## src/rtl/alu_arbiter_if.sv

```systemverilog
// alu_arbiter_if: request, response and ALU bundle for alu_arbiter.
// slave = arbiter side, master = requesters plus external ALU.
`timescale 1ns/1ps
interface alu_arbiter_if;
    logic        req0_valid;
    logic        req0_ready;
    logic [63:0] req0_a;
    logic [63:0] req0_b;
    logic [1:0]  req0_op;
    logic        req0_set_cc;

    logic        req1_valid;
    logic        req1_ready;
    logic [63:0] req1_a;
    logic [63:0] req1_b;
    logic [1:0]  req1_op;

    logic        rsp0_valid;
    logic        rsp0_ready;
    logic [63:0] rsp0_result;
    logic [2:0]  rsp0_flag;

    logic        rsp1_valid;
    logic        rsp1_ready;
    logic [63:0] rsp1_result;
    logic [2:0]  rsp1_flag;

    logic [63:0] alu_a;
    logic [63:0] alu_b;
    logic [1:0]  alu_ctrl;
    logic [63:0] alu_result;
    logic [2:0]  alu_flag;

    logic [2:0]  cc;
    logic        busy;

    modport slave (
        input  req0_valid, req0_a, req0_b, req0_op, req0_set_cc,
        input  req1_valid, req1_a, req1_b, req1_op,
        input  rsp0_ready, rsp1_ready,
        input  alu_result, alu_flag,
        output req0_ready, req1_ready,
        output rsp0_valid, rsp0_result, rsp0_flag,
        output rsp1_valid, rsp1_result, rsp1_flag,
        output alu_a, alu_b, alu_ctrl,
        output cc, busy
    );

    modport master (
        output req0_valid, req0_a, req0_b, req0_op, req0_set_cc,
        output req1_valid, req1_a, req1_b, req1_op,
        output rsp0_ready, rsp1_ready,
        output alu_result, alu_flag,
        input  req0_ready, req1_ready,
        input  rsp0_valid, rsp0_result, rsp0_flag,
        input  rsp1_valid, rsp1_result, rsp1_flag,
        input  alu_a, alu_b, alu_ctrl,
        input  cc, busy
    );
endinterface

```

## src/rtl/alu_arbiter.sv

```systemverilog
// alu_arbiter: shares one external 64-bit ALU between two requesters.
// Define ALU_ARB_CC_EN to build the architectural cc register.
`timescale 1ns/1ps
module alu_arbiter #(
    parameter bit PRIO_FIXED = 1'b0
) (
    input logic        clk,
    input logic        rst,
    alu_arbiter_if.slave bus
);
    typedef enum logic [1:0] {
        IDLE = 2'd0,
        EXEC = 2'd1,
        RESP = 2'd2
    } state_t;

    state_t      state_q, state_d;
    logic        last_q;
    logic [63:0] a_q, b_q;
    logic [1:0]  op_q;
    logic        id_q;
    logic [63:0] res0_q, res1_q;
    logic [2:0]  flg0_q, flg1_q;
    logic        vld0_q, vld1_q;
    logic        gnt0, gnt1;
    logic        rdy0, rdy1;
    logic        acc, rsp_hs;

    // One valid wins outright; on contention the id not served last wins.
    always_comb begin
        gnt1 = bus.req1_valid &&
               (!bus.req0_valid || (!PRIO_FIXED && !last_q));
        gnt0 = bus.req0_valid && !gnt1;
    end

    always_ff @(posedge clk or posedge rst) begin
        if (rst) state_q <= IDLE;
        else     state_q <= state_d;
    end

    always_comb begin
        state_d = state_q;
        rdy0    = 1'b0;
        rdy1    = 1'b0;
        acc     = 1'b0;
        rsp_hs  = 1'b0;
        unique case (state_q)
            IDLE: begin
                rdy0 = gnt0;
                rdy1 = gnt1;
                if (gnt0 || gnt1) begin
                    acc     = 1'b1;
                    state_d = EXEC;
                end
            end
            EXEC: state_d = RESP;
            RESP: begin
                rsp_hs = id_q ? bus.rsp1_ready : bus.rsp0_ready;
                if (rsp_hs) state_d = IDLE;
            end
            default: state_d = IDLE;
        endcase
    end

    always_ff @(posedge clk or posedge rst) begin
        if (rst) begin
            a_q    <= '0;
            b_q    <= '0;
            op_q   <= '0;
            id_q   <= 1'b0;
            last_q <= 1'b1;
        end else if (acc) begin
            a_q    <= gnt1 ? bus.req1_a  : bus.req0_a;
            b_q    <= gnt1 ? bus.req1_b  : bus.req0_b;
            op_q   <= gnt1 ? bus.req1_op : bus.req0_op;
            id_q   <= gnt1;
            last_q <= gnt1;
        end
    end

    always_ff @(posedge clk or posedge rst) begin
        if (rst) begin
            res0_q <= '0;
            res1_q <= '0;
            flg0_q <= '0;
            flg1_q <= '0;
            vld0_q <= 1'b0;
            vld1_q <= 1'b0;
        end else begin
            if (state_q == EXEC) begin
                if (id_q) begin
                    res1_q <= bus.alu_result;
                    flg1_q <= bus.alu_flag;
                    vld1_q <= 1'b1;
                end else begin
                    res0_q <= bus.alu_result;
                    flg0_q <= bus.alu_flag;
                    vld0_q <= 1'b1;
                end
            end
            if (rsp_hs) begin
                vld0_q <= 1'b0;
                vld1_q <= 1'b0;
            end
        end
    end

`ifdef ALU_ARB_CC_EN
    logic       set_cc_q;
    logic [2:0] cc_q;

    always_ff @(posedge clk or posedge rst) begin
        if (rst) begin
            set_cc_q <= 1'b0;
            cc_q     <= 3'b100;
        end else begin
            if (acc) set_cc_q <= gnt0 && bus.req0_set_cc;
            if (state_q == EXEC && set_cc_q) cc_q <= bus.alu_flag;
        end
    end

    assign bus.cc = cc_q;
`else
    logic unused_set_cc;
    assign unused_set_cc = bus.req0_set_cc;
    assign bus.cc        = 3'b100;
`endif

    assign bus.req0_ready  = rdy0;
    assign bus.req1_ready  = rdy1;
    assign bus.rsp0_valid  = vld0_q;
    assign bus.rsp0_result = res0_q;
    assign bus.rsp0_flag   = flg0_q;
    assign bus.rsp1_valid  = vld1_q;
    assign bus.rsp1_result = res1_q;
    assign bus.rsp1_flag   = flg1_q;
    assign bus.alu_a       = a_q;
    assign bus.alu_b       = b_q;
    assign bus.alu_ctrl    = op_q;
    assign bus.busy        = (state_q != IDLE);
endmodule

```

## src/flat_wrapper.sv

```systemverilog
// flat-port wrapper written by rule: the top's interface ports become plain ports
module alu_arbiter_flat 
#(
    parameter bit PRIO_FIXED = 1'b0
)
  (clk, rst, bus_req0_valid, bus_req0_a, bus_req0_b, bus_req0_op, bus_req0_set_cc, bus_req1_valid, bus_req1_a, bus_req1_b, bus_req1_op, bus_rsp0_ready, bus_rsp1_ready, bus_alu_result, bus_alu_flag, bus_req0_ready, bus_req1_ready, bus_rsp0_valid, bus_rsp0_result, bus_rsp0_flag, bus_rsp1_valid, bus_rsp1_result, bus_rsp1_flag, bus_alu_a, bus_alu_b, bus_alu_ctrl, bus_cc, bus_busy);
  alu_arbiter_if bus_i ();
  input logic clk;
  input logic rst;
  input wire logic [$bits(bus_i.req0_valid)-1:0] bus_req0_valid;
  input wire logic [$bits(bus_i.req0_a)-1:0] bus_req0_a;
  input wire logic [$bits(bus_i.req0_b)-1:0] bus_req0_b;
  input wire logic [$bits(bus_i.req0_op)-1:0] bus_req0_op;
  input wire logic [$bits(bus_i.req0_set_cc)-1:0] bus_req0_set_cc;
  input wire logic [$bits(bus_i.req1_valid)-1:0] bus_req1_valid;
  input wire logic [$bits(bus_i.req1_a)-1:0] bus_req1_a;
  input wire logic [$bits(bus_i.req1_b)-1:0] bus_req1_b;
  input wire logic [$bits(bus_i.req1_op)-1:0] bus_req1_op;
  input wire logic [$bits(bus_i.rsp0_ready)-1:0] bus_rsp0_ready;
  input wire logic [$bits(bus_i.rsp1_ready)-1:0] bus_rsp1_ready;
  input wire logic [$bits(bus_i.alu_result)-1:0] bus_alu_result;
  input wire logic [$bits(bus_i.alu_flag)-1:0] bus_alu_flag;
  output wire logic [$bits(bus_i.req0_ready)-1:0] bus_req0_ready;
  output wire logic [$bits(bus_i.req1_ready)-1:0] bus_req1_ready;
  output wire logic [$bits(bus_i.rsp0_valid)-1:0] bus_rsp0_valid;
  output wire logic [$bits(bus_i.rsp0_result)-1:0] bus_rsp0_result;
  output wire logic [$bits(bus_i.rsp0_flag)-1:0] bus_rsp0_flag;
  output wire logic [$bits(bus_i.rsp1_valid)-1:0] bus_rsp1_valid;
  output wire logic [$bits(bus_i.rsp1_result)-1:0] bus_rsp1_result;
  output wire logic [$bits(bus_i.rsp1_flag)-1:0] bus_rsp1_flag;
  output wire logic [$bits(bus_i.alu_a)-1:0] bus_alu_a;
  output wire logic [$bits(bus_i.alu_b)-1:0] bus_alu_b;
  output wire logic [$bits(bus_i.alu_ctrl)-1:0] bus_alu_ctrl;
  output wire logic [$bits(bus_i.cc)-1:0] bus_cc;
  output wire logic [$bits(bus_i.busy)-1:0] bus_busy;
  assign bus_i.req0_valid = bus_req0_valid;
  assign bus_i.req0_a = bus_req0_a;
  assign bus_i.req0_b = bus_req0_b;
  assign bus_i.req0_op = bus_req0_op;
  assign bus_i.req0_set_cc = bus_req0_set_cc;
  assign bus_i.req1_valid = bus_req1_valid;
  assign bus_i.req1_a = bus_req1_a;
  assign bus_i.req1_b = bus_req1_b;
  assign bus_i.req1_op = bus_req1_op;
  assign bus_i.rsp0_ready = bus_rsp0_ready;
  assign bus_i.rsp1_ready = bus_rsp1_ready;
  assign bus_i.alu_result = bus_alu_result;
  assign bus_i.alu_flag = bus_alu_flag;
  assign bus_req0_ready = bus_i.req0_ready;
  assign bus_req1_ready = bus_i.req1_ready;
  assign bus_rsp0_valid = bus_i.rsp0_valid;
  assign bus_rsp0_result = bus_i.rsp0_result;
  assign bus_rsp0_flag = bus_i.rsp0_flag;
  assign bus_rsp1_valid = bus_i.rsp1_valid;
  assign bus_rsp1_result = bus_i.rsp1_result;
  assign bus_rsp1_flag = bus_i.rsp1_flag;
  assign bus_alu_a = bus_i.alu_a;
  assign bus_alu_b = bus_i.alu_b;
  assign bus_alu_ctrl = bus_i.alu_ctrl;
  assign bus_cc = bus_i.cc;
  assign bus_busy = bus_i.busy;
  alu_arbiter #(.PRIO_FIXED(PRIO_FIXED)) u_core (.clk(clk), .rst(rst), .bus(bus_i));
endmodule
```

## config.mk

```make
export PLATFORM = sky130hd
export DESIGN_NAME = alu_arbiter_flat
export DESIGN_NICKNAME = d
export VERILOG_FILES = /design/src/rtl/alu_arbiter_if.sv /design/src/rtl/alu_arbiter.sv /design/src/flat_wrapper.sv
export SDC_FILE = /design/constraint.sdc
export NUM_CORES = 1
export LEC_CHECK = 0
export ABC_AREA = 1
export ABC_CLOCK_PERIOD_IN_PS = 8900
export BUFFER_PORTS_ARGS = -buffer_cell sky130_fd_sc_hd__buf_4
export CAP_MARGIN = 20
export CORE_AREA = 2 2 235 237
export DETAILED_ROUTE_END_ITERATION = 8
export DIE_AREA = 0 0 237 239
export SETUP_SLACK_MARGIN = 0.4
export SLEW_MARGIN = 20
export SYNTH_ARGS = -nofsm -noshare
export SYNTH_HDL_FRONTEND = slang
export SYNTH_SLANG_ARGS = --single-unit
```

## constraint.sdc

```tcl
create_clock -name clk -period 8.9 [get_ports clk]
set_input_delay 0.445 -clock clk [delete_from_list [all_inputs] [get_ports clk]]
set_output_delay 0.445 -clock clk [all_outputs]
set_load 0.05 [all_outputs]
```

* Yosys cells after proc, flatten, opt, wreduce, memory -nomap -nowiden
Index checks and enable logic that the tools add are counted.
Storage, ports and cells: output and inout bits 272, input bits 334, bits in registers 270
Cells by class: bitwise gates (word level) 1, reduce and logical (&&, ||, !) cells 16, equal/unequal tests 5, multiplexer cells 18
Operators with widths (number):
- $mux 64 | 2
- $mux 1 | 12
- $reduce_and 2->1 | 5
- $mux 2 | 3
- $pmux 2 s3 | 1
- $reduce_bool 2->1 | 3
- $ne 2x1->1 const B | 2
- $logic_not 1->1 | 3
- $eq 2x1->1 const B | 1
- $eq 2x2->1 const B | 1
- $logic_and 1x1->1 | 2
- $logic_not 2->1 | 1
- $logic_or 1x1->1 | 2
- $ne 2x2->1 const B | 1
- $not 1->1 | 1

* Logic depth before layout (Yosys ltp)
Gate-level depths: netlist of the first run.
depth after elaboration 8, depth in mapped cells 8, mapped depth without buffers 6

* Least setup slack after synthesis of the first run
No wires, ideal clock.
kind reg-to-output, start reg u_core.state_q[0], end out bus_req0_ready, setup slack 6650 ps, buffers on the path 2, stages on the path, launching flop included 6, data arrival time 1805 ps, path through dfrtp_1 nor2_2 nand2_2 buf_2 buf_2 a21oi_1
On the way: longest elaborated chain between the ends 2
RTL lines:
- from (decl) | RTL line alu_arbiter.sv:17 | state_t state_q, state_d;
- from (signal assigned) | RTL line alu_arbiter.sv:38 | else state_q <= state_d;
- $logic_not 2->1 | RTL line alu_arbiter.sv:47 | unique case (state_q)
- $mux 1 | RTL line alu_arbiter.sv:47
- to (decl) | RTL line flat_wrapper.sv:23 | output wire logic [$bits(bus_i.req0_ready)-1:0] bus_req0_ready;
Every way passes these cells.

* Final worst setup path of the first run
start reg u_core.state_q[0], end out bus_req1_ready
On the way: longest elaborated chain between the ends 2
RTL lines:
- $logic_not 2->1 | RTL line alu_arbiter.sv:47
- $mux 1 | RTL line alu_arbiter.sv:47
- to (decl) | RTL line flat_wrapper.sv:24 | output wire logic [$bits(bus_i.req1_ready)-1:0] bus_req1_ready;
Every way passes these cells.

==> results of run 1 <==
[layout by cell type, fill, tap and decap left out, drive strengths merged]
cell / netlist / routed
dfrtp: 269 / 269
clkbuf: 45 / 45
a21oi: 1 / 1
o21ai: 134 / 134
clkinv: 0 / 6
dfstp: 1 / 1
dlygate4sd3: 0 / 1
buf: 71 / 616
nor2: 2 / 2
nand3: 264 / 264
inv: 72 / 72
bufinv: 0 / 6
nand2: 672 / 672
conb: 2 / 3
[cell families after synthesis]
logic type             after synthesis
and+or+nand+nor                    938
other                                2
DFF                                270
buffers and inverters              188
AOI/OAI and AO/OA                  135
[sequential cells by signal, indices dropped and copies added (netlist names)]
| name | cells |
|---|---|
| u_core.bus.rsp0_result | 64 |
| u_core.bus.rsp1_flag | 3 |
| u_core.bus.alu_b | 64 |
| u_core.bus.rsp1_valid | 1 |
| u_core.state_q | 2 |
| u_core.bus.rsp0_flag | 3 |
| u_core.id_q | 1 |
| u_core.last_q | 1 |
| u_core.bus.rsp1_result | 64 |
| u_core.bus.alu_a | 64 |
| u_core.bus.rsp0_valid | 1 |
| u_core.bus.alu_ctrl | 2 |
[worst reg2reg max path: stages (launching register included)]
cell     delay (ps)
dfrtp_1         470
nor2_2          460
nand3_4         290
nand2_4         610
buf_4           750
nand2_1         230
nand2_1          90
[worst paths after layout]
check / start / endpoint / cells after the start
min: bus_req0_b[23] / u_core.bus.alu_b[23] / 5
max in group asynchronous: rst / u_core.bus.alu_b[2] / 5
min reg2reg: u_core.bus.rsp1_valid / u_core.bus.rsp1_valid / 2
min in group asynchronous: rst / u_core.bus.alu_a[5] / 3
max: u_core.state_q[0] / bus_req1_ready / 6
max reg2reg: u_core.state_q[0] / u_core.bus.alu_a[34] / 6
[power by group]
group          switching (uW)  internal, uW
clock network             520           868
registers                 361          1830
logic                    3380          1250
total                    4260          3950
[cell type report]
| type | instances | area share [%] |
|---|---|---|
| inverters | 72 | 1.52 |
| clock buffers | 45 | 4.92 |
| repair buffers | 617 | 25.4 |
| clock inverters | 12 | 1.17 |
| well taps | 704 | 4.82 |
| flip-flops and latches | 270 | 37.0 |
| multi-input cells | 1076 | 25.2 |
[stage by stage]
stage               total power [uW]  utilization (%)  cells  hold slack (ps)
floorplan                       5290                -   1534              450
global placement                6830             31.6   2738              461
detailed placement              6880             31.6   2738              470
CTS                             8300             33.6   2796              112
global route                    8670             33.6   2796              144
finish                          8210             33.6   2796              157
[per-layer routing]
metal  vias to the layer above  track usage [%]
met2                       534             25.7
li1                       5933                -
met3                        88             3.63
met4                         4             5.54
met5                         -                0
met1                      5679             18.7
[repair_timing]
item                                   4_1_cts  5_1_grt
hold buffers                                 1        0
endpoints found under the hold margin       69        0
buffers inserted                             0        0
==> impl_results.md, run 1 <==
- Final count of hold timing violations: 0
- DRT antenna net count: 0
- Die Y: 239 um
- Initial antenna violation count: 3
- Top post-synthesis cells by area: dfrtp_1, nand2_1, nand3_1
- Critical path class: register to output pin
- Num ports: 606
- FP Rows: 86
- Post-Route M1 WL: 18,300 um
- Die Wd: 237 um
- Finished Cell Area: around 18,000 um^2
- Vias/cell: roughly 4.4
- Post-Syn Area per Cell: a little under 8 um^2
- Core Region: between 50,000 and 60,000 um^2
- GRT Total Usage: between 15 and 20%
- Proportion of netlist area held by the largest area contributor: a little under three fifths
- Layout cell share with drive strength beyond 1: around 32%
- Clock buffer count from CTS: 31
- Cell family with the largest share of critical-path delay: buffers and inverters
- Slew HR: between 20% and 30%
- Critical-path cell list: nor2_2 -> nand3_4 -> buf_4 -> buf_4 -> inv_1 -> buf_4
- Mapped Cells: around 1,500
- Ys Warns: 0
- Global route overflow: 0
- Max-slew violations: 0
- Clk slew on worst S/H paths: 60 ps
- Achievable Freq: 0.280 GHz
- Vias post-DR: 12,238
- # Max-Cap Violations: 0
- Simple-Gate Fraction of Synth Area: between 30% and 40%
- Filler Cell Count: about 5,700
- Setup WS post-layout: roughly 5300 ps
- Drc violations: 0
- Outcome: completed
- Commonest cells in the netlist: nand2_1, dfrtp_1, nand3_1, o21ai_0, inv_1
- LEAKAGE: 0.0102 uW
- Synth Register Bits: 270
- Reg area: 6760 um^2
- Post-Route WL: approximately 45,000 um
- WL/cell: 16.2 um
- R2R Setup Slk: slightly below 6000 ps
- Worst setup EP type: output pin
- Highest routed metal layer: met5
- Final clock skew: between 8 and 9 ps
- Worst-path fanout max: 93
- # resized after CTS: 0
- Area after DPL: approximately 17,000 um^2
- Most used DFF post-synth: dfrtp_1
- Pwr per Cell Area: 449 nW/um^2
- Die area: ~57,000 um^2
- CP bufs+invs: 4
- Dominant cell type by area after synthesis: dfrtp_1
- Final setup violation count: 0
- Vias in the first global route: between 10,000 and 15,000
- Post-synthesis compound-gate area fraction: 5.58%
- Most used cell, CP: buf_4
- CP arrival: around 3100 ps
- Max VDD drop: 200 uV
- DP HPWL: between 30,000 and 40,000 um
- Main combinational cell family by area after synthesis: simple AND/OR/NAND/NOR gates
- Post-synthesis mux area share: 0%
- Detailed Routing Iterations Pass 1: 6
- Initial Util: between 20 and 25%
- Met3 wire length: 3590 um
- Clock period minus worst slack: 3570 ps
- Clock Path Buffers: 3
- Fin crit share: between 40% and 50%
- Worst-Margin Slew: approximately 1100 ps
- Sequential share of the synthesized area: approximately 56%
- Yosys cell types: 17
- Ant diodes: 0
- Area Overhead vs Synth: 51.0%
- Post-synth EDFFs: 0
- Hold WC Path Type: input pin to register
- H-tree lvl count: 1
- CP max stage delay: between 700 and 800 ps
- Pre-CTS setup slack: a little under 6000 ps
- CTS Root Buffer Type: clkbuf_16
- RSZ-0062 raised after global routing: no
- Area occupied by multi-input gates: between 4000 and 5000 um^2
- Largest net degree at the start of global routing: roughly 140
- Worst Setup Start Kind: register
- Critical Path RT: about 8500 ps
- TritonCTS Sinks: 270
- Post-synthesis xor/xnor area fraction: 0%
- TNS Setup: 0 ps
- CTS tree: yes
- Post-Synth Adder-Cell Area: 0%
- Met2 WL: between 20,000 and 25,000 um
- Synthesized cell area: 12,100 um^2
- Layout Nets: 2,402
- Crit path max-delay cell type: buf_4
- First-pass GRT wire length: 67,700 um
- Async set or reset register ratio after synthesis: between 90% and 100%
- Initial drt markers: 733
- Routability cong.: approximately 0.84
- Worst-Skew Late Latency: about 570 ps
- Most common cell in the netlist: nand2_1
- # port buffers: approximately 600
Power figures use the tool's default switching activity.
==> run 2, diff against run 1 <==
--- a/config.mk
+++ b/config.mk
@@ -6,12 +6,12 @@
 export NUM_CORES = 1
 export LEC_CHECK = 0
 export ABC_AREA = 1
-export ABC_CLOCK_PERIOD_IN_PS = 8900
+export ABC_CLOCK_PERIOD_IN_PS = 3100
 export BUFFER_PORTS_ARGS = -buffer_cell sky130_fd_sc_hd__buf_4
 export CAP_MARGIN = 20
-export CORE_AREA = 2 2 235 237
+export CORE_AREA = 2 2 239 241
 export DETAILED_ROUTE_END_ITERATION = 8
-export DIE_AREA = 0 0 237 239
+export DIE_AREA = 0 0 241 243
 export SETUP_SLACK_MARGIN = 0.4
 export SLEW_MARGIN = 20
 export SYNTH_ARGS = -nofsm -noshare
==> constraint.sdc (replaced) <==
create_clock -name clk -period 3.1 [get_ports clk]
set_input_delay 0.155 -clock clk [delete_from_list [all_inputs] [get_ports clk]]
set_output_delay 0.155 -clock clk [all_outputs]
set_load 0.05 [all_outputs]
==> run 2 against run 1 <==
  * Die area rose by 3.4%
  * Combinational power grew to 3.0 times the previous value
  * Routed wire length increased by 7.9%
  * Highest routed layer is now met4
==> impl_results.md, run 2 (synthesis gave the netlist of run 1 again) <==
- R2r startpoint: u_core.state_q[0]
- Worst Reg-to-Reg Cells: 6 (unchanged)
- Largest net degree at the start of global routing: 134 (-1.5%)
- Worst-Margin Slew: 783 ps (-310 ps)
- Max-slew violations: 0 (unchanged)
- Worst setup EP type: output pin
- DRT antenna net count: 0 (unchanged)
- H-tree lvl count: 2 (+1)
- Fin crit share: about four fifths
- Die Y: 243 um (+1.7%)
- Hold depth: 5 (unchanged)
- GRT met1 Usage: 18.4% (-0.25 points)
- CP arrival: 2270 ps (-860 ps)
- Global route overflow: 0 (unchanged)
- Clk slew on worst S/H paths: 60 ps (about the same)
- Max VDD drop: 616 uV (+210%)
- Commonest non-fill, non-tap cell in the layout: nand2_1
- Worst Setup Start Kind: register
- Slew HR: 47.8% (+21 points)
- Clock period minus worst slack: 2430 ps
- Vias post-DR: 13,800 (+13%)
- CP max stage delay: 480 ps (-250 ps)
- # port buffers: 601 (unchanged)
- Layout Nets: 2,720 (+13%)
- Post-Route WL: 48,700 um (+7.9%)
- TritonCTS Sinks: 270 (unchanged)
- Worst-Skew Late Latency: 540 ps (-30 ps)
- WL/cell: 15.4 um (-4.7%)
- Clock buffer count from CTS: 34 (+9.7%)
- Critical-path cell list: nor2_2 -> nand3_4 -> buf_12 -> inv_1 -> buf_4
- Vias/cell: 4.36 (-0.35%)
- Hold WC Path Type: input pin to register
- CTS tree: yes
- Area occupied by multi-input gates: 4610 um^2 (unchanged)
- Pwr per Cell Area: 1130 nW/um^2 (+150%)
- Filler Cell Count: 5,452 (-4.5%)
- Most frequent cells in the layout: nand2_1, buf_4, dlygate4sd3_1
- Final count of hold timing violations: 0 (unchanged)
- Worst-path fanout max: 133 (+43%)
- Achievable Freq: 0.412 GHz
- Hold Crit Endpoint: u_core.bus.alu_a[19]
- Num ports: 606 (unchanged)
- Detailed Routing Iterations Pass 1: 5 (-1)
- Final clock skew: 25.5 ps (+16.5 ps)
- Initial Util: 21.6% (-0.64 points)
- Critical Path RT: 2940 ps (-5520 ps)
- LEAKAGE: 0.0116 uW (+14%)
- Final cell count without fillers: 3,164 (+13%)
- Die Wd: 241 um (+1.7%)
- Die area: 58,600 um^2 (+3.4%)
- Busiest grt layer: met2
- Reg area: 6760 um^2 (unchanged)
- Ant diodes: 0 (unchanged)
- R2R Setup Slk: 830 ps (-5110 ps)
- CTS Root Buffer Type: clkbuf_16
- Crit path max-delay cell type: dfrtp_1
- RSZ-0062 raised after global routing: no
- Drc violations: 0 (unchanged)
- Final setup violation count: 0 (unchanged)
- Initial antenna violation count: 0 (-3)
- First-pass GRT wire length: 74,100 um (+9.4%)
- Met2 Track Usage GR: 26.9% (+1.2 points)
- # Max-Cap Violations: 0 (unchanged)
- DP HPWL: 31,700 um (-3.2%)
- Routability cong.: 0.888 (+5.6%)
- Postcts setup bufs: 0 (unchanged)
- Layout cell share with drive strength beyond 1: 28.3% (-4.0 points)
- Clock Path Buffers: 3 (unchanged)
- Met3 usage: 4.32% (+0.70 points)
- Total Power: 24,300 uW (+200%)
- GRT Total Usage: 15.9% (+0.81 points)
- Area Overhead vs Synth: 78.6%
- Core Region: 56,000 um^2 (+3.0%)
- Outcome: completed
- Critical path class: register to output pin
- Initial drt markers: 849 (+16%)
- FP Rows: 87 (+1.2%)
- R2r endpoint: u_core.bus.alu_a[5]
- HP Start: bus_req0_a[19]
- Dpl cells: 2,792 (+2.0%)
- Vias in the first global route: 13,931 (+17%)
[run 2: changes by cell type in the layout (fill, tap and decap cells not counted)]
cell	previous run	this run
buf_12	0	9
buf_4	615	609
buf_6	1	0
bufinv_16	6	3
clkbuf_1	7	5
clkbuf_16	31	34
clkbuf_8	7	8
clkinv_2	5	2
clkinv_8	0	1
clkinvlp_4	0	2
dlygate4sd3_1	1	314
inv_6	0	3
inv_8	1	0
[run 2: power by group]
part           internal, uW  switching (uW)  total [uW]
Combinational          4140            9870       14000
Sequential             5270            1050        6320
Clock                  2470            1550        4020
Total                 11900           12500       24300
[run 2: final cells by class]
class,instances,area share (%)
Clock buffer,47,4.53
Timing Repair Buffer,932,36.5
Multi-Input combinational cell,1076,21.3
Inverter,72,1.27
Sequential cell,270,31.3
Clock inverter,11,0.735
Tap cell,756,4.38
[run 2: critical path: cells and delay by family, from the launching register on]
kind | cells | cell delay (ps)
simple gates | 2 | 550
flops | 1 | 480
buf+inv | 3 | 620
[run 2: stage by stage]
| stage | worst slack, ps | area [um^2] | hold WS (ps) | utilization (%) | setup TNS, ps |
|---|---|---|---|---|---|
| CTS | 650 | 21600 | 1.08 | 38.6 | 0 |
| global placement | 869 | 17300 | 160 | 31.0 | 0 |
| finish | 675 | 21600 | 45.6 | 38.6 | 0 |
| detailed placement | 830 | 17300 | 157 | 31.0 | 0 |
| floorplan | -622 | 12100 | 316 | - | -167220 |
| global route | 557 | 21600 | 16.8 | 38.6 | 0 |
[run 2: worst max path at each step]
stage	slack, ps	start	endpoint	depth (start not counted)
global placement	870	u_core.state_q[0]	u_core.bus.alu_a[61]	6
floorplan	-620	rst	u_core.bus.alu_a[0]	1
detailed placement	830	u_core.state_q[0]	u_core.bus.alu_b[52]	6
CTS	650	u_core.state_q[0]	bus_req1_ready	5
global route	560	u_core.state_q[0]	bus_req1_ready	5
finish	670	u_core.state_q[0]	bus_req1_ready	5
[run 2: timing repair]
item / CTS / global route
gates resized for setup: 0 / 0
hold buffers: 314 / 0
endpoints found under the hold margin: 398 / 0
[run 2: routing by layer]
metal,vias up,wire [um]
met3,164,3920
met5,-,0
li1,6566,-
met2,665,23300
met4,0,2580
met1,6405,18900
==> run 3, diff against run 2 <==
--- a/config.mk
+++ b/config.mk
@@ -6,7 +6,7 @@
 export NUM_CORES = 1
 export LEC_CHECK = 0
 export ABC_AREA = 1
-export ABC_CLOCK_PERIOD_IN_PS = 3100
+export ABC_CLOCK_PERIOD_IN_PS = 2100
 export BUFFER_PORTS_ARGS = -buffer_cell sky130_fd_sc_hd__buf_4
 export CAP_MARGIN = 20
 export CORE_AREA = 2 2 239 241
==> constraint.sdc (replaced) <==
create_clock -name clk -period 2.1 [get_ports clk]
set_input_delay 0.105 -clock clk [delete_from_list [all_inputs] [get_ports clk]]
set_output_delay 0.105 -clock clk [all_outputs]
set_load 0.05 [all_outputs]
==> run 3 against run 2 <==
  * Flip-flop and latch count unchanged
  * Global-route usage up 2.5 points
  * Hold slack better by 190 ps
  * Register-to-register slack worse by 560 ps
  * Clock skew down 11 ps
  * Clock power up 38%
  * Sequential share of layout area down 3.4 points
  * Via count up 7.6%
  * Sequential power up 48%
  * Die area unchanged
  * Largest cell class unchanged
==> impl_results.md, run 3 (synthesis gave the netlist of run 1 again) <==
- H-tree lvl count: 1 (-1)
- Clock Path Buffers: 3 (unchanged)
- Slew HR: 59.4% (+12 points)
- Layout cell share with drive strength beyond 1: 38.5% (+10 points)
- Drc violations: 0 (unchanged)
- Initial antenna violation count: 2 (+2)
- Initial Util: 21.6% (unchanged)
- Clock buffer count from CTS: 31 (-8.8%)
- Die area: 58,600 um^2 (unchanged)
- Most frequent cells in the layout: buf_4, nand2_1, dlygate4sd3_1
- Final cell count without fillers: 3,250 (+2.7%)
- Core Region: 56,000 um^2 (unchanged)
- Dpl cells: 2,797 (+0.18%)
- Num ports: 606 (unchanged)
- Detailed Routing Iterations Pass 1: 6 (+1)
- Initial drt markers: 1,004 (+18%)
- RSZ-0062 raised after global routing: yes
- FP Rows: 87 (unchanged)
- DP HPWL: 32,700 um (+3.0%)
- TritonCTS Sinks: 270 (unchanged)
- Max-slew violations: 0 (unchanged)
- CP arrival: 1760 ps (-510 ps)
- Worst Setup Start Kind: register
- HP Start: bus_req0_valid
- DRT antenna net count: 0 (unchanged)
- Fin crit share: between 80% and 90%
- Clk slew on worst S/H paths: 70 ps (about the same)
- CTS Root Buffer Type: clkbuf_16
- Worst-Skew Late Latency: 570 ps (+30 ps)
- Vias in the first global route: 15,042 (+8.0%)
- Die Y: 243 um (unchanged)
- WL/cell: 18.8 um (+22%)
- Max VDD drop: 717 uV (+16%)
- Final clock skew: 14.4 ps (-11.0 ps)
- Final setup violation count: 0 (unchanged)
- Routability cong.: 0.848 (-4.4%)
- Hold Crit Endpoint: u_core.bus.alu_b[4]
- R2r endpoint: u_core.bus.alu_b[36]
- Hold depth: 7 (+2)
- LEAKAGE: 0.0129 uW (+11%)
- R2R Setup Slk: 270 ps (-560 ps)
- Setup WS post-layout: 237 ps (-438 ps)
- Vias/cell: 4.57 (+4.7%)
- Achievable Freq: about 0.54 GHz
- Vias post-DR: 14,844 (+7.6%)
- Critical Path RT: 2000 ps (-940 ps)
- First-pass GRT wire length: 84,900 um (+15%)
- TNS Setup: 0 ps (unchanged)
- Area Overhead vs Synth: 100%
- Pwr per Cell Area: 1660 nW/um^2 (+47%)
- Critical path class: register to output pin
- Hold Slack: 233 ps (+187 ps)
- Final count of hold timing violations: 0 (unchanged)
- GRT Total Usage: 18.5% (+2.5 points)
- Outcome: completed
- Post-Route WL: 61,000 um (+25%)
- Clock period minus worst slack: between 1500 and 2000 ps
- Global route overflow: 0 (unchanged)
- Layout Nets: 2,804 (+3.1%)
- Worst Reg-to-Reg Cells: 11 (+5)
- Largest net degree at the start of global routing: 97 (-28%)
- Worst-path fanout max: 11 (-92%)
- # Max-Cap Violations: 0 (unchanged)
- Commonest non-fill, non-tap cell in the layout: buf_4
- Worst setup EP type: output pin
- Pre-CTS setup slack: 282 ps (-548 ps)
- R2r startpoint: u_core.state_q[0]
- Worst-Margin Slew: 609 ps (-174 ps)
- # port buffers: 601 (unchanged)
- Die Wd: 241 um (unchanged)
- Hold WC Path Type: input pin to register
- CTS tree: yes
-- run 3: metrics by stage --
step / util, % / power (uW) / area (um^2)
6_report: 43.3 / 40200 / 24200
5_1_grt: 43.3 / 42100 / 24200
2_1_floorplan: - / 22400 / 12100
3_3_place_gp: 31.2 / 29200 / 17500
4_1_cts: 40.7 / 37900 / 22700
3_5_place_dp: 31.2 / 29400 / 17500
-- run 3: worst max path at each step --
stage | startpoint | endpoint | slack [ps] | depth (start not counted)
2_1_floorplan | rst | u_core.bus.alu_a[0] | -1570 | 1
3_3_place_gp | u_core.state_q[0] | bus_req0_ready | 350 | 5
3_5_place_dp | u_core.state_q[0] | bus_req0_ready | 280 | 5
4_1_cts | u_core.state_q[0] | bus_req1_ready | 160 | 6
5_1_grt | u_core.state_q[0] | bus_req1_ready | 130 | 6
6_report | u_core.last_q | bus_req0_ready | 240 | 4
-- run 3: worst max-delay path, stage by stage, from the launching register on --
cell	delay, ps
dfstp_2	580
nand2_8	80
buf_16	170
a21oi_4	160
buf_6	170
-- run 3: where the power goes --
part,switching [uW],internal (uW)
Combinational,16800,8500
Clock,2260,3280
Sequential,1570,7780
Total,20600,19600
-- run 3: metal layers --
metal,share of wire (%),GRT usage [%],vias to the layer above
li1,-,-,6750
met1,36,20.6,6964
met2,48,30.7,868
met3,9.3,5.88,262
met4,6.4,11.1,0
met5,0,0,-
-- run 3: area by class of cell --
class | count | area [um^2]
Inverter | 72 | 287
Clock inverter | 20 | 211
Sequential cell | 270 | 6760
Timing Repair Buffer | 1018 | 9580
Antenna cell | 2 | 5.00
Clock buffer | 35 | 821
Tap cell | 756 | 946
Fill cell | 5159 | 31700
Multi-Input combinational cell | 1077 | 5610
-- run 3: repair_timing --
item	4_1_cts	5_1_grt
pin swaps	5	26
setup endpoints to repair	133	135
endpoints found under the hold margin	536	0
resized for setup	40	293
hold buffers	331	0
buffers inserted	21	6
cloned	21	17
